### config.mk
export PLATFORM = sky130hd
export DESIGN_NAME = arbitro_vc_pcie_flat
export DESIGN_NICKNAME = d
export VERILOG_FILES = /design/src/rtl/arbitro_vc_pcie_if.sv /design/src/rtl/arbitro_vc_pcie.sv /design/src/flat_wrapper.sv
export SDC_FILE = /design/constraint.sdc
export NUM_CORES = 1
export LEC_CHECK = 0
export CAP_MARGIN = 20
export CORE_MARGIN = 5
export CORE_UTILIZATION = 50
export CTS_CLUSTER_SIZE = 8
export DETAILED_ROUTE_END_ITERATION = 6
export DONT_BUFFER_PORTS = 1
export MAX_ROUTING_LAYER = met4
export PLACE_DENSITY = 0.68
export REMOVE_ABC_BUFFERS = 1
export SLEW_MARGIN = 20
export SYNTH_ARGS = -nofsm -noshare
export SYNTH_HDL_FRONTEND = slang
export SYNTH_SLANG_ARGS = --single-unit
### constraint.sdc
create_clock -name clk -period 3.2 [get_ports clk]
set_clock_uncertainty 0.15 [all_clocks]
set_input_delay 0.8 -clock clk [delete_from_list [all_inputs] [get_ports clk]]
set_output_delay 0.8 -clock clk [all_outputs]
set_load 0.005 [all_outputs]
### src/rtl/arbitro_vc_pcie_if.sv
// rtl/arbitro_vc_pcie_if.sv - VC FIFO side and output path bundle for the VC arbiter
interface arbitro_vc_pcie_if #(
    parameter int NUM_VC     = 4,
    parameter int DATA_WIDTH = 10
);
    logic [NUM_VC-1:0]            vc_empty;
    logic [NUM_VC*DATA_WIDTH-1:0] vc_data;
    logic [NUM_VC-1:0]            credit_return;
    logic                         dst_almost_full;
    logic [NUM_VC-1:0]            vc_pop;
    logic [DATA_WIDTH-1:0]        data_out;
    logic                         valid_out;

    modport master (
        input  vc_empty,
        input  vc_data,
        input  credit_return,
        input  dst_almost_full,
        output vc_pop,
        output data_out,
        output valid_out
    );

    modport slave (
        output vc_empty,
        output vc_data,
        output credit_return,
        output dst_almost_full,
        input  vc_pop,
        input  data_out,
        input  valid_out
    );
endinterface

### src/rtl/arbitro_vc_pcie.sv
// rtl/arbitro_vc_pcie.sv - round-robin VC arbiter with per-VC credit throttling
module arbitro_vc_pcie #(
    parameter int NUM_VC     = 4,
    parameter int DATA_WIDTH = 10,
    parameter int CRED_WIDTH = 4,
    parameter int CRED_MAX   = 8
) (
    input  logic                  clk,
    input  logic                  reset_L,
    input  logic                  init,
    arbitro_vc_pcie_if.master     bus,
    output logic [2:0]            estado,
    output logic                  idle_out,
    output logic                  error_out
);
    typedef enum logic [2:0] {
        S_RESET  = 3'd0,
        S_INIT   = 3'd1,
        S_IDLE   = 3'd2,
        S_ACTIVE = 3'd3,
        S_ERROR  = 3'd4
    } state_t;

    localparam logic [CRED_WIDTH-1:0] CMAX = CRED_WIDTH'(CRED_MAX);

    state_t                              state, next_state;
    logic [NUM_VC-1:0][CRED_WIDTH-1:0]   credit;
    logic [1:0]                          rr_ptr;
    logic [1:0]                          gnt_idx;
    logic [1:0]                          cand;
    logic                                gnt_valid;
    logic [3:0]                          elig;
    logic [3:0]                          pop;
    logic                                run;
    logic                                overflow;
    logic                                all_full_credit;

    assign run = (state == S_IDLE) || (state == S_ACTIVE);

    // init takes priority over arbitration, so it also masks eligibility
    always_comb begin
        elig = '0;
        for (int i = 0; i < 4; i++) begin
            elig[i] = run && !init && !bus.vc_empty[i] &&
                      (credit[i] != '0) && !bus.dst_almost_full;
        end
    end

    always_comb begin
        gnt_valid = 1'b0;
        gnt_idx   = rr_ptr;
        cand      = rr_ptr;
        for (int k = 1; k <= 4; k++) begin
            cand = rr_ptr + 2'(k);
            if (!gnt_valid && elig[cand]) begin
                gnt_valid = 1'b1;
                gnt_idx   = cand;
            end
        end
    end

    assign pop        = gnt_valid ? (4'b0001 << gnt_idx) : 4'b0000;
    assign bus.vc_pop = pop;

    // a simultaneous pop and return is net zero, so it never overflows
    always_comb begin
        overflow        = 1'b0;
        all_full_credit = 1'b1;
        for (int i = 0; i < 4; i++) begin
            if (run && bus.credit_return[i] && !pop[i] && (credit[i] == CMAX))
                overflow = 1'b1;
            if (credit[i] != CMAX)
                all_full_credit = 1'b0;
        end
    end

    always_comb begin
        next_state = state;
        case (state)
            S_RESET:  next_state = S_INIT;
            S_INIT:   if (!init) next_state = S_IDLE;
            S_IDLE:   if (init) next_state = S_INIT;
                      else if (|elig) next_state = S_ACTIVE;
            S_ACTIVE: if (init) next_state = S_INIT;
                      else if (!(|elig)) next_state = S_IDLE;
            S_ERROR:  next_state = S_ERROR;
            default:  next_state = S_RESET;
        endcase
        if (overflow)
            next_state = S_ERROR;
    end

    always_ff @(posedge clk or negedge reset_L) begin
        if (!reset_L)
            state <= S_RESET;
        else
            state <= next_state;
    end

    always_ff @(posedge clk or negedge reset_L) begin
        if (!reset_L) begin
            credit <= '0;
        end else if (state == S_INIT) begin
            for (int i = 0; i < 4; i++)
                credit[i] <= CMAX;
        end else if (run) begin
            for (int i = 0; i < 4; i++) begin
                if (pop[i] && !bus.credit_return[i])
                    credit[i] <= credit[i] - 1'b1;
                else if (bus.credit_return[i] && !pop[i] && (credit[i] != CMAX))
                    credit[i] <= credit[i] + 1'b1;
            end
        end
    end

    always_ff @(posedge clk or negedge reset_L) begin
        if (!reset_L) begin
            rr_ptr        <= 2'd3;
            bus.data_out  <= '0;
            bus.valid_out <= 1'b0;
            idle_out      <= 1'b0;
            error_out     <= 1'b0;
        end else begin
            if (gnt_valid) begin
                rr_ptr       <= gnt_idx;
                bus.data_out <= bus.vc_data[int'(gnt_idx)*DATA_WIDTH +: DATA_WIDTH];
            end
            bus.valid_out <= gnt_valid && !overflow;
            idle_out      <= (state == S_IDLE) && (&bus.vc_empty) && all_full_credit;
            error_out     <= (next_state == S_ERROR);
        end
    end

    assign estado = state;
endmodule
### src/flat_wrapper.sv
// flat-port wrapper written by rule: the top's interface ports become plain ports
module arbitro_vc_pcie_flat 
#(
    parameter int NUM_VC     = 4,
    parameter int DATA_WIDTH = 10,
    parameter int CRED_WIDTH = 4,
    parameter int CRED_MAX   = 8
)
  (clk, reset_L, init, estado, idle_out, error_out, bus_vc_empty, bus_vc_data, bus_credit_return, bus_dst_almost_full, bus_vc_pop, bus_data_out, bus_valid_out);
  arbitro_vc_pcie_if #(.NUM_VC(NUM_VC), .DATA_WIDTH(DATA_WIDTH)) bus_i ();
  input  logic clk;
  input  logic reset_L;
  input  logic init;
  output logic [2:0] estado;
  output logic idle_out;
  output logic error_out;
  input wire logic [$bits(bus_i.vc_empty)-1:0] bus_vc_empty;
  input wire logic [$bits(bus_i.vc_data)-1:0] bus_vc_data;
  input wire logic [$bits(bus_i.credit_return)-1:0] bus_credit_return;
  input wire logic [$bits(bus_i.dst_almost_full)-1:0] bus_dst_almost_full;
  output wire logic [$bits(bus_i.vc_pop)-1:0] bus_vc_pop;
  output wire logic [$bits(bus_i.data_out)-1:0] bus_data_out;
  output wire logic [$bits(bus_i.valid_out)-1:0] bus_valid_out;
  assign bus_i.vc_empty = bus_vc_empty;
  assign bus_i.vc_data = bus_vc_data;
  assign bus_i.credit_return = bus_credit_return;
  assign bus_i.dst_almost_full = bus_dst_almost_full;
  assign bus_vc_pop = bus_i.vc_pop;
  assign bus_data_out = bus_i.data_out;
  assign bus_valid_out = bus_i.valid_out;
  arbitro_vc_pcie #(.NUM_VC(NUM_VC), .DATA_WIDTH(DATA_WIDTH), .CRED_WIDTH(CRED_WIDTH), .CRED_MAX(CRED_MAX)) u_core (.clk(clk), .reset_L(reset_L), .init(init), .bus(bus_i), .estado(estado), .idle_out(idle_out), .error_out(error_out));
endmodule
==> After elaboration in Yosys (flattened, before gate mapping) <==
Index checks and enable logic that the tools add are counted.
{ "classes": {"mul": 1, "eq_ne": 13, "shift": 2, "magnitude_cmp": 4, "n_mux": 42, "reduce_logical": 78, "add_sub_neg": 11} }
{ "ops": {"columns": ["op", "count"], "rows": [
  ["logical AND 1 bit", 43],
  ["indexed part select 40 x 32 -> 10 bit", 1],
  ["two-way mux 4 bit", 9],
  ["two-way mux 16 bit", 2],
  ["zero test 1 bit", 18],
  ["two-way mux 3 bit", 6],
  ["adder 4 x 1 -> 4 bit, second input constant", 4],
  ["equality test 4 bit, second input constant", 4],
  ["two-way mux 1 bit", 16],
  ["inequality test 4 bit, second input constant", 4],
  ["nonzero test 4 bit", 4],
  ["subtractor 4 x 1 -> 4 bit, second input constant", 4],
  ["one-hot mux 3 bit (5 select lines)", 1],
  ["less-than comparator 2 x 3 -> 1 bit, second input constant", 4],
  ["nonzero test 3 bit", 4],
  ["binary-select mux 1 bit (select 2 bit)", 4],
  ["two-way mux 2 bit", 4],
  ["AND reduction 2 bit", 4],
  ["equality test 3 x 2 -> 1 bit, second input constant", 2],
  ["equality test 3 bit, second input constant", 2],
  ["multiplier 2 x 3 -> 5 bit, second input constant", 1],
  ["adder 2 bit, second input constant", 2],
  ["AND reduction 4 bit", 1],
  ["OR reduction 4 bit", 1],
  ["other kinds (6)", 6]
]} }
{ "totals": {"elab_cells": 161, "inputBits": 52, "reg_bits": 34} }

==> Depth between registers and ports, before layout <==
Gate-level depths: netlist of the first run.
{ "depth": {"depth_word": 29, "depth_mapped": 15, "ltp_nobuf": 13} }

==> Worst setup path after synthesis of the first run <==
Ideal clock, no wire load.
{ "synth_path": {"path_type": "input port to flip-flop", "startpoint": "input port init", "endpoint": "register u_core.credit[7] in the netlist's numbering", "t_arrival_ns": 3.430, "setup_slack_ns": -0.503, "required_time_ns": 2.927, "cell_stages": 13, "path_buffers": 2, "path_cell_list": "nor4b_1 buf_2 o2111ai_1 mux2i_1 nor3_2 or4_1 buf_2 inv_1 ha_1 a21o_1 a21o_1 mux2_2 o221a_1"} }
{ "synth_between": {"elab_chain_cells": 24, "elab_cells_between_ends": 47, "classes_between": "shift: 1; mux: 20; reduce/logical: 26"} }
{ "synth_rtl": {"columns": ["element", "line", "source"], "rows": [
  ["start: declaration", "flat_wrapper.sv:13", "input logic init;"],
  ["zero test 1 bit *", "arbitro_vc_pcie.sv:44", "elig[i] = run && !init && !bus.vc_empty[i] &&"],
  ["logical AND 1 bit *", "arbitro_vc_pcie.sv:44", null],
  ["logical AND 1 bit (2 in series)", "arbitro_vc_pcie.sv:44", null],
  ["logical AND 1 bit", "arbitro_vc_pcie.sv:45", "(credit[i] != '0) && !bus.dst_almost_full;"],
  ["binary-select mux 1 bit (select 2 bit)", "arbitro_vc_pcie.sv:55", "if (!gnt_valid && elig[cand]) begin"],
  ["two-way mux 1 bit (implied by the code)", "arbitro_vc_pcie.sv:55", null],
  ["two-way mux 1 bit", "arbitro_vc_pcie.sv:55", null],
  ["zero test 1 bit", "arbitro_vc_pcie.sv:55", null],
  ["[... 6 more ...]", null, null],
  ["logical AND 1 bit", "arbitro_vc_pcie.sv:55", null],
  ["two-way mux 2 bit", "arbitro_vc_pcie.sv:55", null],
  ["<< shifter 1 x 2 -> 4 bit", "arbitro_vc_pcie.sv:62", "assign pop = gnt_valid ? (4'b0001 << gnt_idx) : 4'b0000;"],
  ["two-way mux 4 bit *", "arbitro_vc_pcie.sv:62", null],
  ["zero test 1 bit", "arbitro_vc_pcie.sv:110", "else if (bus.credit_return[i] && !pop[i] && (credit[i] != CMAX))"],
  ["logical AND 1 bit (2 in series)", "arbitro_vc_pcie.sv:110", null],
  ["nonzero test 3 bit (no source line)", null, null],
  ["AND reduction 2 bit (no source line)", null, null],
  ["end signal: indexed assignment", "arbitro_vc_pcie.sv:109", "credit[i] <= credit[i] - 1'b1;"],
  ["end signal: indexed assignment", "arbitro_vc_pcie.sv:111", "credit[i] <= credit[i] + 1'b1;"],
  ["end: declaration", "arbitro_vc_pcie.sv:27", "logic [NUM_VC-1:0][CRED_WIDTH-1:0] credit;"]
]} }
Mark *: on every way between the ends. The rest lies on a longest branch, timed or not. The select of a mux whose other input is x is not followed.
A chain may end at the register's enable or synchronous reset.

==> Worst setup path in the final report of the first run <==
{ "layout_path": {"startpoint": "register u_core.credit[13] in the netlist's numbering", "endpoint": "register u_core.credit[7] in the netlist's numbering"} }
{ "layout_between": {"elab_chain_cells": 22, "elab_cells_between_ends": 36, "classes_between": "shift: 1; mux: 20; reduce/logical: 15"} }
{ "layout_rtl": {"columns": ["element", "line"], "rows": [
  ["nonzero test 4 bit *", "arbitro_vc_pcie.sv:45"],
  ["logical AND 1 bit *", "arbitro_vc_pcie.sv:44"],
  ["logical AND 1 bit *", "arbitro_vc_pcie.sv:45"],
  ["binary-select mux 1 bit (select 2 bit)", "arbitro_vc_pcie.sv:55"],
  ["two-way mux 1 bit (implied by the code)", "arbitro_vc_pcie.sv:55"],
  ["two-way mux 1 bit", "arbitro_vc_pcie.sv:55"],
  ["zero test 1 bit", "arbitro_vc_pcie.sv:55"],
  ["logical AND 1 bit", "arbitro_vc_pcie.sv:55"],
  ["[... 5 more ...]", null],
  ["logical AND 1 bit", "arbitro_vc_pcie.sv:55"],
  ["two-way mux 2 bit", "arbitro_vc_pcie.sv:55"],
  ["<< shifter 1 x 2 -> 4 bit", "arbitro_vc_pcie.sv:62"],
  ["two-way mux 4 bit *", "arbitro_vc_pcie.sv:62"],
  ["zero test 1 bit", "arbitro_vc_pcie.sv:110"],
  ["logical AND 1 bit (2 in series)", "arbitro_vc_pcie.sv:110"],
  ["nonzero test 3 bit (no source line)", null],
  ["AND reduction 2 bit (no source line)", null]
]} }
Marks and branches as above.

==> impl_metrics.json, run 1 <==
{
  "status": "complete, but fails checks",
  "violations": "setup timing",
  "worst_slack_ns": -0.175,
  "worst_ir_drop_vdd_uv": 444,
  "pwr-share-clk": 0.145,
  "core_sq_um": 5110,
  "root_buffer": "clkbuf_8",
  "cp-end-kind": "flop",
  "die-area_sq_um": 6790,
  "ff2ff_path_depth": 12,
  "p_per_area_nw_per_um2": 694,
  "ios": 72,
  "drcViolationCount": 0,
  "cts_sinks": 34,
  "synth_ff_type": "dfrtp_1",
  "grt_antenna_before_repair": 0,
  "cp.buffers_inverters": 2,
  "comb_power_share": 0.567,
  "fin_cells": 405,
  "wl_per_cell_um": 18.4,
  "initial_utilization": 0.513,
  "post-dp-hpwl_mm": 5.22,
  "crit_fanout": 4,
  "path_class": "reg2reg",
  "synth_cell_types": 63,
  "yosysWarnings": 0,
  "design_area_sq_um": 3400,
  "synth_seq_cells": 34,
  "min_period_ns": 3.37,
  "gp_congestion": 0.924,
  "max_cap_viol_count": 0,
  "crit_slowest_cell": "or4_4",
  "crit_cells": 12,
  "tightest_slew_ns": 0.590,
  "num-fill-cells": 396,
  "synthArstFlopShare": 1.00,
  "tritoncts": "done",
  "clk_path_buf_depth": 2,
  "holdBufCountCts": 0,
  "grt_pass1_wl_mm": 11.9,
  "clk_latency_ns": 0.29,
  "rows": 26,
  "crit_start": "u_core.credit[13]$_DFFE_PN0P_",
  "pwr-share-seq": 0.288,
  "num_antenna_cells": 0,
  "dieHeight_um": 82.4,
  "max_freq_mhz": 296,
  "portBuffers": 0,
  "vias": 2425,
  "area_delta_synth_final_pct": 29.7,
  "power.share.switching": 0.424,
  "max_slew_margin": 0.605,
  "ant_nets": 0,
  "synthCells": 278,
  "yosys-top-cells-count": "dfrtp_1, nand2_1, mux2i_1",
  "rrSetupSlack_ns": -0.17,
  "hold_violations": 0,
  "nets": 398,
  "drt_iter0_markers": 175,
  "fin_crit_sh": 1.05,
  "cp_cell_sequence": "or4_4 > a211oi_2 > a32oi_1 > a21bo_4 > inv_4 > or4_4 > inv_4 > ha_4 > a21o_1 > a21o_1 > mux2_4 > o221a_1",
  "finalSetupTns_ns": -0.349,
  "reg2reg_to": "u_core.credit[7]$_DFFE_PN0P_",
  "via_per_inst": 5.99,
  "regToRegStartpoint": "u_core.credit[13]$_DFFE_PN0P_",
  "clk_pin_slew_ns": 0.08,
  "seq_area_frac_synth": 0.326,
  "synth_area_sq_um": 2620,
  "cts_buffers": 5,
  "wirelength_mm": 7.46,
  "synth_edf_count": 0,
  "p_leak_nw": 1.52,
  "worstSetupStartpointType": "flop",
  "synth.most_common_cell": "dfrtp_1",
  "drive_gt1_frac": 0.361,
  "drv_slew": 0,
  "dp.cells": 391,
  "htreeDepth": 2,
  "drt-pass1-iter-count": 4,
  "crit_required_ns": 3.22,
  "grt_overflow": 0,
  "synth.largest_area_cell": "dfrtp_1",
  "rsz0062_at_grt": "yes",
  "setup.worst_path.end": "u_core.credit[7]$_DFFE_PN0P_",
  "syn_avg_cell_area_sq_um": 9.43,
  "switchingPower_mw": 1.00,
  "final_util": 0.666,
  "cp.arrival_ns": 3.40,
  "netlist.area_leader.share": 0.305,
  "grt_pass1_vias": 2500,
  "die_x_um": 82.4,
  "synth_area_leaders": "dfrtp_1, mux2i_1, mux2_2, nand2_1, ha_1",
  "grt_max_degree": 35,
  "min_path_type": "in2async",
  "crit_family": "compound AO/OA/AOI/OAI gates",
  "post_dp_cell_area_sq_um": 3070,
  "power.internal_mw": 1.36,
  "setup_violations": 4,
  "slowest_delay_ns": 0.58,
  "grt_usage": 0.235
}
cells in the final DEF (no fill, tap or decap), types with 3 or more instances in the layout:
cell type	instances
xor2_1	4
and2_1	4
ha_4	4
or4_4	4
mux2_2	13
nor3_1	8
clkbuf_8	6
o311ai_0	4
ha_1	4
mux2i_1	21
a21oi_1	6
nand4b_1	3
a21o_1	10
nor2_1	18
inv_1	4
o211ai_1	4
buf_4	59
o21ai_1	12
fa_1	4
nand2_1	31
dfrtp_1	32
inv_4	4
nor2b_1	3
registers in the layout (all words and copies together) (netlist names):
signal	flops
u_core.bus.valid_out	1
u_core.estado	3
u_core.bus.data_out	10
u_core.credit	16
u_core.rr_ptr	2
u_core.error_out	1
u_core.idle_out	1
routing by layer:
metal	up-vias	track usage	share of wire
li1	1166	-	-
met1	1174	0.283	0.42
met2	65	0.383	0.50
met3	20	0.0445	0.050
met4	0	0.106	0.026
met5	-	-	0
worst min path at each step:
stage / from / endpoint / slack [ns] / depth (start not counted)
after CTS: reset_L / u_core.credit[12]$_DFFE_PN0P_ / 0.04 / 0
after global routing: reset_L / u_core.credit[12]$_DFFE_PN0P_ / 0.03 / 0
after floorplan: u_core.bus.data_out[0]$_DFFE_PN0N_ / u_core.bus.data_out[0]$_DFFE_PN0N_ / 0.33 / 2
final: reset_L / u_core.credit[9]$_DFFE_PN0P_ / 0.04 / 0
after global placement: reset_L / u_core.credit[14]$_DFFE_PN0P_ / 0.36 / 0
after detailed placement: reset_L / u_core.credit[14]$_DFFE_PN0P_ / 0.36 / 0
cells by family after synthesis:
group,after synthesis,synth area share
AOI/OAI and AO/OA,76,0.221
xor gates and xnor gates,5,0.0167
adders and majority gates,12,0.0687
buffers and inverters,21,0.0387
DFF,34,0.326
muxes,36,0.144
and+or+nand+nor,94,0.185
timing repair:
item                                    CTS  global route
hold endpoints to repair                  0             0
endpoints found under the setup margin    8             7
pin swaps                                16             8
resized for setup                        25            13
buffers inserted                          4             2
layout make-up:
class / instances / area (sq um) / area share
Sequential cell: 34 / 853 / 0.251
Tap cell: 70 / 87.6 / 0.0258
Clock inverter: 1 / 5.00 / 0.00147
Timing Repair Buffer: 62 / 485 / 0.143
Clock buffer: 7 / 86.3 / 0.0254
Multi-Input combinational cell: 223 / 1840 / 0.542
Inverter: 8 / 40.0 / 0.0118
through the flow:
stage / total power [mW] / hold slack [ns] / worst slack [ns]
after detailed placement: 1.91 / 0.356 / -0.614
after global routing: 2.51 / 0.0323 / -0.261
after global placement: 1.87 / 0.356 / -0.528
after CTS: 2.32 / 0.0393 / -0.131
final: 2.36 / 0.0421 / -0.175
after floorplan: 1.46 / 0.329 / -1.95
power groups by stage:
stage / sequential, mW / clock, mW / combinational [mW]
2_1_floorplan: 0.710 / 0 / 0.750
3_3_place_gp: 0.677 / 0 / 1.20
3_5_place_dp: 0.682 / 0 / 1.23
4_1_cts: 0.677 / 0.346 / 1.29
5_1_grt: 0.695 / 0.362 / 1.46
6_report: 0.679 / 0.342 / 1.34
(Power assumes the default switching activity.)
==> run 2, diff against run 1 <==
--- a/config.mk
+++ b/config.mk
@@ -5,7 +5,7 @@
 export SDC_FILE = /design/constraint.sdc
 export NUM_CORES = 1
 export LEC_CHECK = 0
-export CAP_MARGIN = 20
+export CAP_MARGIN = 30
 export CORE_MARGIN = 5
 export CORE_UTILIZATION = 50
 export CTS_CLUSTER_SIZE = 8
==> results of run 2 <==
Final layout, timing and power as in run 1 (identical DEF).
==> run 3, diff against run 2 <==
--- a/config.mk
+++ b/config.mk
@@ -5,6 +5,7 @@
 export SDC_FILE = /design/constraint.sdc
 export NUM_CORES = 1
 export LEC_CHECK = 0
+export ABC_AREA = 1
 export CAP_MARGIN = 30
 export CORE_MARGIN = 5
 export CORE_UTILIZATION = 50
@@ -12,7 +13,7 @@
 export DETAILED_ROUTE_END_ITERATION = 6
 export DONT_BUFFER_PORTS = 1
 export MAX_ROUTING_LAYER = met4
-export PLACE_DENSITY = 0.68
+export PLACE_DENSITY = 0.74
 export REMOVE_ABC_BUFFERS = 1
 export SLEW_MARGIN = 20
 export SYNTH_ARGS = -nofsm -noshare
==> run 3 against run 2 <==
The flow now finishes without violations. Global-route usage is 2.1 points lower. Total power is 62% higher. Die area is 4.7% higher. Non-clock buffer count is 25 lower. Critical path depth stayed put. Combinational power is 95% higher. Cell count is 21% higher. Sequential cell count stayed put. Worst hold slack better by 0.0061 ns. Area after synthesis is 5.3% higher.
==> impl_metrics.json, run 3 <==
{
  "initial_utilization": 0.508,
  "grt_overflow": 0,
  "power.internal_mw": 1.80,
  "holdWs_ns": 0.0483,
  "htreeDepth": 2,
  "grt_max_degree": 35,
  "regToRegStartpoint": "u_core.rr_ptr[0]$_DFFE_PN1N_",
  "max_slew_margin": 0.616,
  "synth_area_sq_um": 2760,
  "synth.most_common_cell": "nand2_1",
  "reg2reg_to": "u_core.credit[3]$_DFFE_PN0P_",
  "layout_commonest_cell": "nand2_1",
  "p_per_area_nw_per_um2": 1160,
  "cp-end-kind": "output port",
  "ios": 72,
  "synth_edf_count": 0,
  "finalSetupTns_ns": 0,
  "pwr-share-clk": 0.090,
  "core_sq_um": 5440,
  "switchingPower_mw": 2.02,
  "rsz0062_at_grt": "yes",
  "grt_usage": 0.214,
  "root_buffer": "clkbuf_8",
  "num-fill-cells": 484,
  "min_period_ns": 3.08,
  "synth_area_leaders": "dfrtp_1, nand2_1, nand3_1, nor2_1, inv_1",
  "post_dp_cell_area_sq_um": 3030,
  "clk_path_buf_depth": 2,
  "design_area_sq_um": 3280,
  "comb_power_share": 0.685,
  "power_mw": 3.82,
  "grt_pass1_vias": 2602,
  "hold_violations": 0,
  "ff2ff_path_depth": 21,
  "rows": 27,
  "portBuffers": 0,
  "p_leak_nw": 1.73,
  "ant_nets": 0,
  "setup_violations": 0,
  "path_class": "in2out",
  "rrSetupSlack_ns": 0.23,
  "grt_pass1_wl_mm": 12.1,
  "power.share.switching": 0.530,
  "max_cap_viol_count": 0,
  "cp.arrival_ns": 2.13,
  "clk_latency_ns": 0.29,
  "status": "completed",
  "synth_seq_cells": 34,
  "worst_ir_drop_vdd_uv": 506,
  "vias": 2702,
  "largest_register_ff_count": 16,
  "grt_antenna_before_repair": 0,
  "drt_iter0_markers": 172,
  "gp_congestion": 0.943,
  "final_util": 0.603,
  "top_register": "u_core.credit",
  "fin_crit_sh": 0.962,
  "drt-pass1-iter-count": 6,
  "netlist.area_leader.share": 0.290,
  "cts_sinks": 34,
  "drive_gt1_frac": 0.253,
  "nets": 482,
  "tightest_slew_ns": 0.571,
  "num_antenna_cells": 0,
  "drv_slew": 0,
  "synth_ff_type": "dfrtp_1",
  "yosysWarnings": 0,
  "tritoncts": "done",
  "cts_buffers": 5,
  "yosys-top-cells-count": "nand2_1, nor2_1, nand3_1",
  "area_delta_synth_final_pct": 18.7,
  "syn_avg_cell_area_sq_um": 7.15,
  "wirelength_mm": 7.53,
  "via_per_inst": 5.50,
  "synthArstFlopShare": 1.00,
  "synth.largest_area_cell": "dfrtp_1",
  "crit_required_ns": 2.25,
  "dieHeight_um": 84.3,
  "final_cell_mix": "nand2_1, nor2_1, nand3_1, buf_4, dfrtp_1",
  "drcViolationCount": 0,
  "die_x_um": 84.3,
  "wl_per_cell_um": 15.3,
  "synth_cell_types": 35,
  "pwr-share-seq": 0.226,
  "worstSetupStartpointType": "input pin",
  "die-area_sq_um": 7110,
  "seq_area_frac_synth": 0.309,
  "clk_pin_slew_ns": 0.08,
  "post-dp-hpwl_mm": 5.70,
  "crit_fanout": 3,
  "max_freq_mhz": 325,
  "synthCells": 386,
  "min_path_type": "in2async"
}
[run 3: cell count changes after synthesis, sizes merged, moves of 5 or more]
| cell | change |
|---|---|
| inv | +26 |
| nor2b | -5 |
| nand3 | +48 |
| mux2 | -14 |
| nand2 | +87 |
| a21o | -10 |
| nor2 | +37 |
| o311ai | -6 |
| mux2i | -22 |
| o22ai | +7 |
| nand4 | +11 |
| o21ai | +6 |
[run 3: timing repair]
action / 4_1_cts / 5_1_grt
gates resized for setup: 0 / 21
endpoints found under the setup margin: 0 / 6
buffers inserted: 0 / 5
hold buffers: 0 / 0
[run 3: worst max path at each step]
stage | from | endpoint | slack (ns) | cells after the start
CTS | u_core.rr_ptr[1]$_DFFE_PN1N_ | u_core.credit[7]$_DFFE_PN0P_ | 0.06 | 21
finish | bus_vc_empty[1] | bus_vc_pop[1] | 0.12 | 12
global placement | init | u_core.credit[15]$_DFFE_PN0P_ | -0.07 | 22
global route | u_core.estado[2]$_DFF_PN0_ | u_core.credit[15]$_DFFE_PN0P_ | -0.03 | 24
floorplan | init | u_core.credit[11]$_DFFE_PN0P_ | -0.22 | 24
detailed placement | init | u_core.credit[15]$_DFFE_PN0P_ | -0.14 | 22
[run 3: critical path, cell delays in order]
cell and delay [ns]:
nor2_1 0.28, nand4_1 0.14, nand3_1 0.11, nand2_1 0.09, nand2_2 0.10, nand2_2 0.06
nand2_1 0.07, nand2_2 0.08, nor2_4 0.12, buf_4 0.13, nand2_1 0.08, inv_1 0.08
[run 3: power groups by stage]
stage / Combinational (mW) / Sequential, mW / Clock (mW)
after floorplan: 1.74 / 0.802 / 0
after global placement: 2.40 / 0.851 / 0
after detailed placement: 2.46 / 0.853 / 0
after CTS: 2.48 / 0.847 / 0.352
after global routing: 2.93 / 0.888 / 0.372
final: 2.61 / 0.861 / 0.342
[run 3: final cells by class]
cell class              instances  area [sq um]  area share
inverters                      35           134      0.0408
flip-flops and latches         34           853       0.260
repair buffers                 37           278      0.0847
well taps                      72          90.1      0.0275
multi-input cells             305          1830       0.558
clock inverters                 2          12.5     0.00382
clock buffers                   6          82.6      0.0252
[run 3: cell families after synthesis]
kind of cell | after synthesis | share of synthesized area
AO/OA/AOI/OAI | 39 | 0.0807
AND/OR/NAND/NOR | 246 | 0.449
flip-flops | 34 | 0.309
XOR/XNOR | 8 | 0.0254
adder cells (fa/ha/maj) | 12 | 0.0652
buffers and inverters | 47 | 0.0711
[run 3: per-layer routing]
metal | vias up | wire length (um) | GRT usage
met3 | 12 | 315 | 0.0334
met4 | 0 | 114 | 0.0760
met1 | 1294 | 3170 | 0.262
met5 | - | 0 | -
met2 | 63 | 3930 | 0.358
li1 | 1333 | - | -
[run 3: metrics by stage]
| stage | setup WS, ns | instances |
|---|---|---|
| after floorplan | -0.221 | 374 |
| after global placement | -0.0674 | 478 |
| after detailed placement | -0.144 | 478 |
| after CTS | 0.0596 | 486 |
| after global routing | -0.0258 | 491 |
| final | 0.120 | 491 |
==> RTL change 1, RTL diff (flow settings as in run 1) <==
`DATA_WIDTH` is set to 10 in 3 places; all go to 20.
--- a/src/rtl/arbitro_vc_pcie_if.sv
+++ b/src/rtl/arbitro_vc_pcie_if.sv
@@ -3,3 +3,3 @@
     parameter int NUM_VC     = 4,
-    parameter int DATA_WIDTH = 10
+    parameter int DATA_WIDTH = 20
 );
--- a/src/rtl/arbitro_vc_pcie.sv
+++ b/src/rtl/arbitro_vc_pcie.sv
@@ -3,3 +3,3 @@
     parameter int NUM_VC     = 4,
-    parameter int DATA_WIDTH = 10,
+    parameter int DATA_WIDTH = 20,
     parameter int CRED_WIDTH = 4,
--- a/src/flat_wrapper.sv
+++ b/src/flat_wrapper.sv
@@ -4,3 +4,3 @@
     parameter int NUM_VC     = 4,
-    parameter int DATA_WIDTH = 10,
+    parameter int DATA_WIDTH = 20,
     parameter int CRED_WIDTH = 4,
Interface: changed (resized bus_data_out and bus_vc_data); port bits go from 72 to 122. The function was not compared with the original's and may differ.
==> RTL change 1 against run 1 <==
The run still ends with setup timing left; total power up 30%; setup slack better by 0.13 ns; sequential cell count up 10; critical path depth up 1; count of clock-buffer cells in the layout down 2; area after synthesis up 24%; global-route usage down 2.6 points; synthesized cell count up 21%; combinational power up 25%; design area up 18%; die area up 21%; wire length up 16%; critical path type unchanged.
==> RTL change 1: results <==
<?xml version="1.0" encoding="UTF-8"?>
<metrics>
  <group name="global_routing">
    <metric name="all_layer_gr_usage" unit="">0.210</metric>
    <metric name="met1_usage" unit="">0.258</metric>
    <metric name="antenna_found_initial" unit="">1</metric>
    <metric name="first_pass_grt_wire_length" unit="mm">13.8</metric>
    <metric name="globalRouteMet2Util" unit="">0.351</metric>
    <metric name="first_global_vias" unit="">2806</metric>
  </group>
  <group name="yosys">
    <metric name="synth_top_family_by_area" unit="">multiplexers</metric>
    <metric name="yosys-top-cells-area" unit="">dfrtp_1 (32%), mux2i_1 (13%), mux2_2 (8.3%)</metric>
    <metric name="sequential_area_share_after_synthesis" unit="">0.340</metric>
    <metric name="fraction_of_the_mapped_netlist_area_in_adder_cells" unit="">0.0556</metric>
    <metric name="synth.mux.area_fraction" unit="">0.213</metric>
    <metric name="synth.avg_cell_area" unit="µm²">9.68</metric>
  </group>
  <group name="finish">
    <metric name="stdcell_count" unit="">467</metric>
    <metric name="multi_input_area_share" unit="">0.537</metric>
    <metric name="area_share_nonclk_buffers" unit="">0.117</metric>
    <metric name="largest_register_ff_count" unit="">20</metric>
    <metric name="layout.non_clock_inverters" unit="">17</metric>
    <metric name="nFillCells" unit="">527</metric>
    <metric name="top_reg_by_flops" unit="">u_core.bus.data_out</metric>
    <metric name="insertedDiodeCount" unit="">1</metric>
    <metric name="postLayoutCellArea" unit="µm²">4010</metric>
    <metric name="seq_share" unit="">0.275</metric>
  </group>
  <group name="setup_path">
    <metric name="cp_slowest_stage_delay" unit="ns">0.47</metric>
  </group>
  <group name="sta">
    <metric name="setup_total_negative_slack" unit="ns">-0.0979</metric>
    <metric name="finalSetupViolations" unit="">3</metric>
    <metric name="fin_ws" unit="ns">-0.0438</metric>
    <metric name="slew_headroom" unit="">0.636</metric>
  </group>
  <group name="placed_design">
    <metric name="placed_cells_incl_taps" unit="">444</metric>
    <metric name="pre_cts_ws" unit="ns">-0.187</metric>
    <metric name="place_area" unit="µm²">3630</metric>
  </group>
  <group name="drt">
    <metric name="wirelength_met1" unit="mm">3.46</metric>
    <metric name="drtIter0Drc" unit="">146</metric>
    <metric name="met3_wirelength" unit="µm">682</metric>
    <metric name="vias_per_cell" unit="">5.96</metric>
  </group>
  <group name="power_and_ir_drop">
    <metric name="report.power.total" unit="mW">3.07</metric>
    <metric name="peakVddDrop" unit="mV">0.508</metric>
  </group>
  <group name="die">
    <metric name="die_w" unit="µm">90.5</metric>
  </group>
  <group name="status">
    <metric name="failed_checks" unit="">setup timing</metric>
    <metric name="run_status" unit="">finished with violations</metric>
  </group>
  <group name="clock_tree">
    <metric name="clock_latency" unit="ns">0.31</metric>
  </group>
</metrics>
-- RTL change 1: kinds of logic after synthesis --
kind of cell / Yosys count
AOI/OAI and AO/OA: 75
muxes: 66
buffers and inverters: 32
xor gates and xnor gates: 6
and+or+nand+nor: 100
adders and majority gates: 12
DFF: 44
-- RTL change 1: final timing paths --
path	start	to	slack, ns	depth (start not counted)
max in group asynchronous	reset_L	u_core.rr_ptr[1]	2.69	0
min in group clk	u_core.bus.data_out[10]	u_core.bus.data_out[10]	0.37	2
worst max-delay path	u_core.credit[14]	u_core.credit[15]	-0.04	13
worst max register to register	u_core.credit[14]	u_core.credit[15]	-0.04	13
worst min register to register	u_core.bus.data_out[10]	u_core.bus.data_out[10]	0.37	2
worst min-delay path	reset_L	u_core.credit[11]	0.03	0
-- RTL change 1: what timing repair did --
item                                    in CTS  in global routing
pin swaps                                    8                 12
endpoints found under the setup margin       5                  6
endpoints found under the hold margin        0                  0
resized for setup                           15                 19
setup buffers                                5                 10
==> RTL change 2, RTL diff (settings of run 1) <==
Made on the original files. Make the reset (`reset_L`) synchronous in 3 clocked blocks.
--- a/src/rtl/arbitro_vc_pcie.sv
+++ b/src/rtl/arbitro_vc_pcie.sv
@@ -92,3 +92,3 @@
 
-    always_ff @(posedge clk or negedge reset_L) begin
+    always_ff @(posedge clk) begin
         if (!reset_L)
@@ -99,3 +99,3 @@
 
-    always_ff @(posedge clk or negedge reset_L) begin
+    always_ff @(posedge clk) begin
         if (!reset_L) begin
@@ -115,3 +115,3 @@
 
-    always_ff @(posedge clk or negedge reset_L) begin
+    always_ff @(posedge clk) begin
         if (!reset_L) begin
Formal check against the unedited RTL: differs if reset_L is asserted again (counterexample within 4 cycles, from zero or initial values and one cycle with reset_L low); with reset_L held inactive, the same outputs for 4 cycles.
==> RTL change 2 against run 1 <==
The flow still finishes with violations (setup timing); register-to-register slack improved by 0.15 ns; area after synthesis is 9.6% lower; sequential cell count unchanged; design area down 3.3%; setup slack got worse by 0.047 ns; wire length fell by 5.8%; die area shrank 8.5%.
Power is not compared: it rests on default switching activity, and its combinational part moved more than twofold at a synthesized area within 25%.
==> RTL change 2: results <==
<?xml version="1.0" encoding="UTF-8"?>
<metrics>
  <group name="status">
    <metric name="run_status" unit="">finished with violations</metric>
    <metric name="failed_checks" unit="">setup timing</metric>
  </group>
  <group name="sta">
    <metric name="timing.hold.ws" unit="ns">0.372</metric>
    <metric name="setup_total_negative_slack" unit="ns">-1.08</metric>
    <metric name="finalSetupViolations" unit="">9</metric>
    <metric name="fin_ws" unit="ns">-0.222</metric>
  </group>
  <group name="drt">
    <metric name="wl_per_cell" unit="µm">18.5</metric>
    <metric name="routed_wl" unit="mm">7.03</metric>
  </group>
  <group name="placed_design">
    <metric name="placed_cells_incl_taps" unit="">352</metric>
    <metric name="pre_cts_ws" unit="ns">-0.691</metric>
    <metric name="gpl.final_weighted_congestion" unit="">0.843</metric>
    <metric name="hpwl" unit="mm">4.66</metric>
  </group>
  <group name="global_routing">
    <metric name="all_layer_gr_usage" unit="">0.241</metric>
    <metric name="first_global_vias" unit="">2398</metric>
    <metric name="grt_start_max_net_pins" unit="">25</metric>
    <metric name="first_pass_grt_wire_length" unit="mm">11.6</metric>
  </group>
  <group name="yosys">
    <metric name="ys_top_cells_by_count" unit="">dfxtp_1 (34), mux2i_1 (27), nor2_1 (19)</metric>
    <metric name="yosys-top-cells-area" unit="">dfxtp_1 (29%), mux2i_1 (11%), ha_1 (4.2%)</metric>
    <metric name="sequential_area_share_after_synthesis" unit="">0.287</metric>
    <metric name="yosys.cell_types.count" unit="">61</metric>
    <metric name="xor_xnor_cell_area_share_of_the_yosys_netlist" unit="">0.0444</metric>
    <metric name="synth.avg_cell_area" unit="µm²">9.07</metric>
    <metric name="synthArstFlopShare" unit="">0</metric>
  </group>
  <group name="setup_path">
    <metric name="reg2reg_to" unit="">u_core.credit[11]</metric>
    <metric name="worstReg2RegStart" unit="">u_core.estado[2]</metric>
    <metric name="critical_path_arrival" unit="ns">2.47</metric>
    <metric name="ff2ff_path_depth" unit="">16</metric>
    <metric name="crit_path_max_fanout" unit="">5</metric>
    <metric name="worst_setup_path_startpoint" unit="">init</metric>
    <metric name="timing.critical_path.to" unit="">bus_vc_pop[2]</metric>
    <metric name="setup.reg_to_reg.worst_slack" unit="ns">-0.02</metric>
  </group>
  <group name="finish">
    <metric name="nFillCells" unit="">341</metric>
    <metric name="post_route_cells_drive_above_1_share" unit="">0.418</metric>
    <metric name="finalNetCount" unit="">388</metric>
  </group>
  <group name="hold_path">
    <metric name="worstHoldPathType" unit="">reg2reg</metric>
  </group>
</metrics>
RTL change 2: cell count changes in the layout (fill, tap and decap cells not counted), sizes merged, moves of 6 or more:
| cell | run 1 | this run |
|---|---|---|
| o21ai | 14 | 5 |
| o311ai | 6 | 0 |
| mux2 | 14 | 1 |
| dfxtp | 0 | 34 |
| mux2i | 22 | 29 |
| a21o | 10 | 4 |
| dfrtp | 32 | 0 |
| xnor2 | 1 | 8 |
| o221ai | 0 | 11 |
| nand2 | 31 | 16 |
| inv | 8 | 15 |
| nand3 | 2 | 17 |
| a21oi | 7 | 14 |
RTL change 2: area by class of cell:
class                           count  area share
Clock buffer                        6      0.0251
Clock inverter                      2     0.00380
Inverter                           15      0.0179
Multi-Input combinational cell    202       0.554
Sequential cell                    34       0.207
Tap cell                           54      0.0205
Timing Repair Buffer               66       0.172
RTL change 2: power breakdown:
group / internal, mW / total, mW / switching, mW
Sequential: 0.436 / 0.451 / 0.0147
Clock: 0.173 / 0.345 / 0.172
Combinational: 0.0590 / 0.132 / 0.0734
RTL change 2: routing by layer:
| layer | GRT usage | routed length, µm |
|---|---|---|
| met1 | 0.286 | 2970 |
| met2 | 0.413 | 3520 |
| met3 | 0.0533 | 439 |
| met4 | 0.0653 | 96 |
| met5 | - | 0 |
RTL change 2: critical path, stage by stage:
cell	delay, ns
or4b_4	0.52
buf_6	0.15
nor3_4	0.22
buf_4	0.15
a21oi_2	0.06
o221ai_4	0.23
inv_2	0.07
buf_4	0.14
buf_6	0.11
RTL change 2: what timing repair did:
action	CTS	global route
gates resized for setup	43	18
setup endpoints to repair	11	13
buffers inserted	18	8
pin swaps	31	24
cloned	1	0
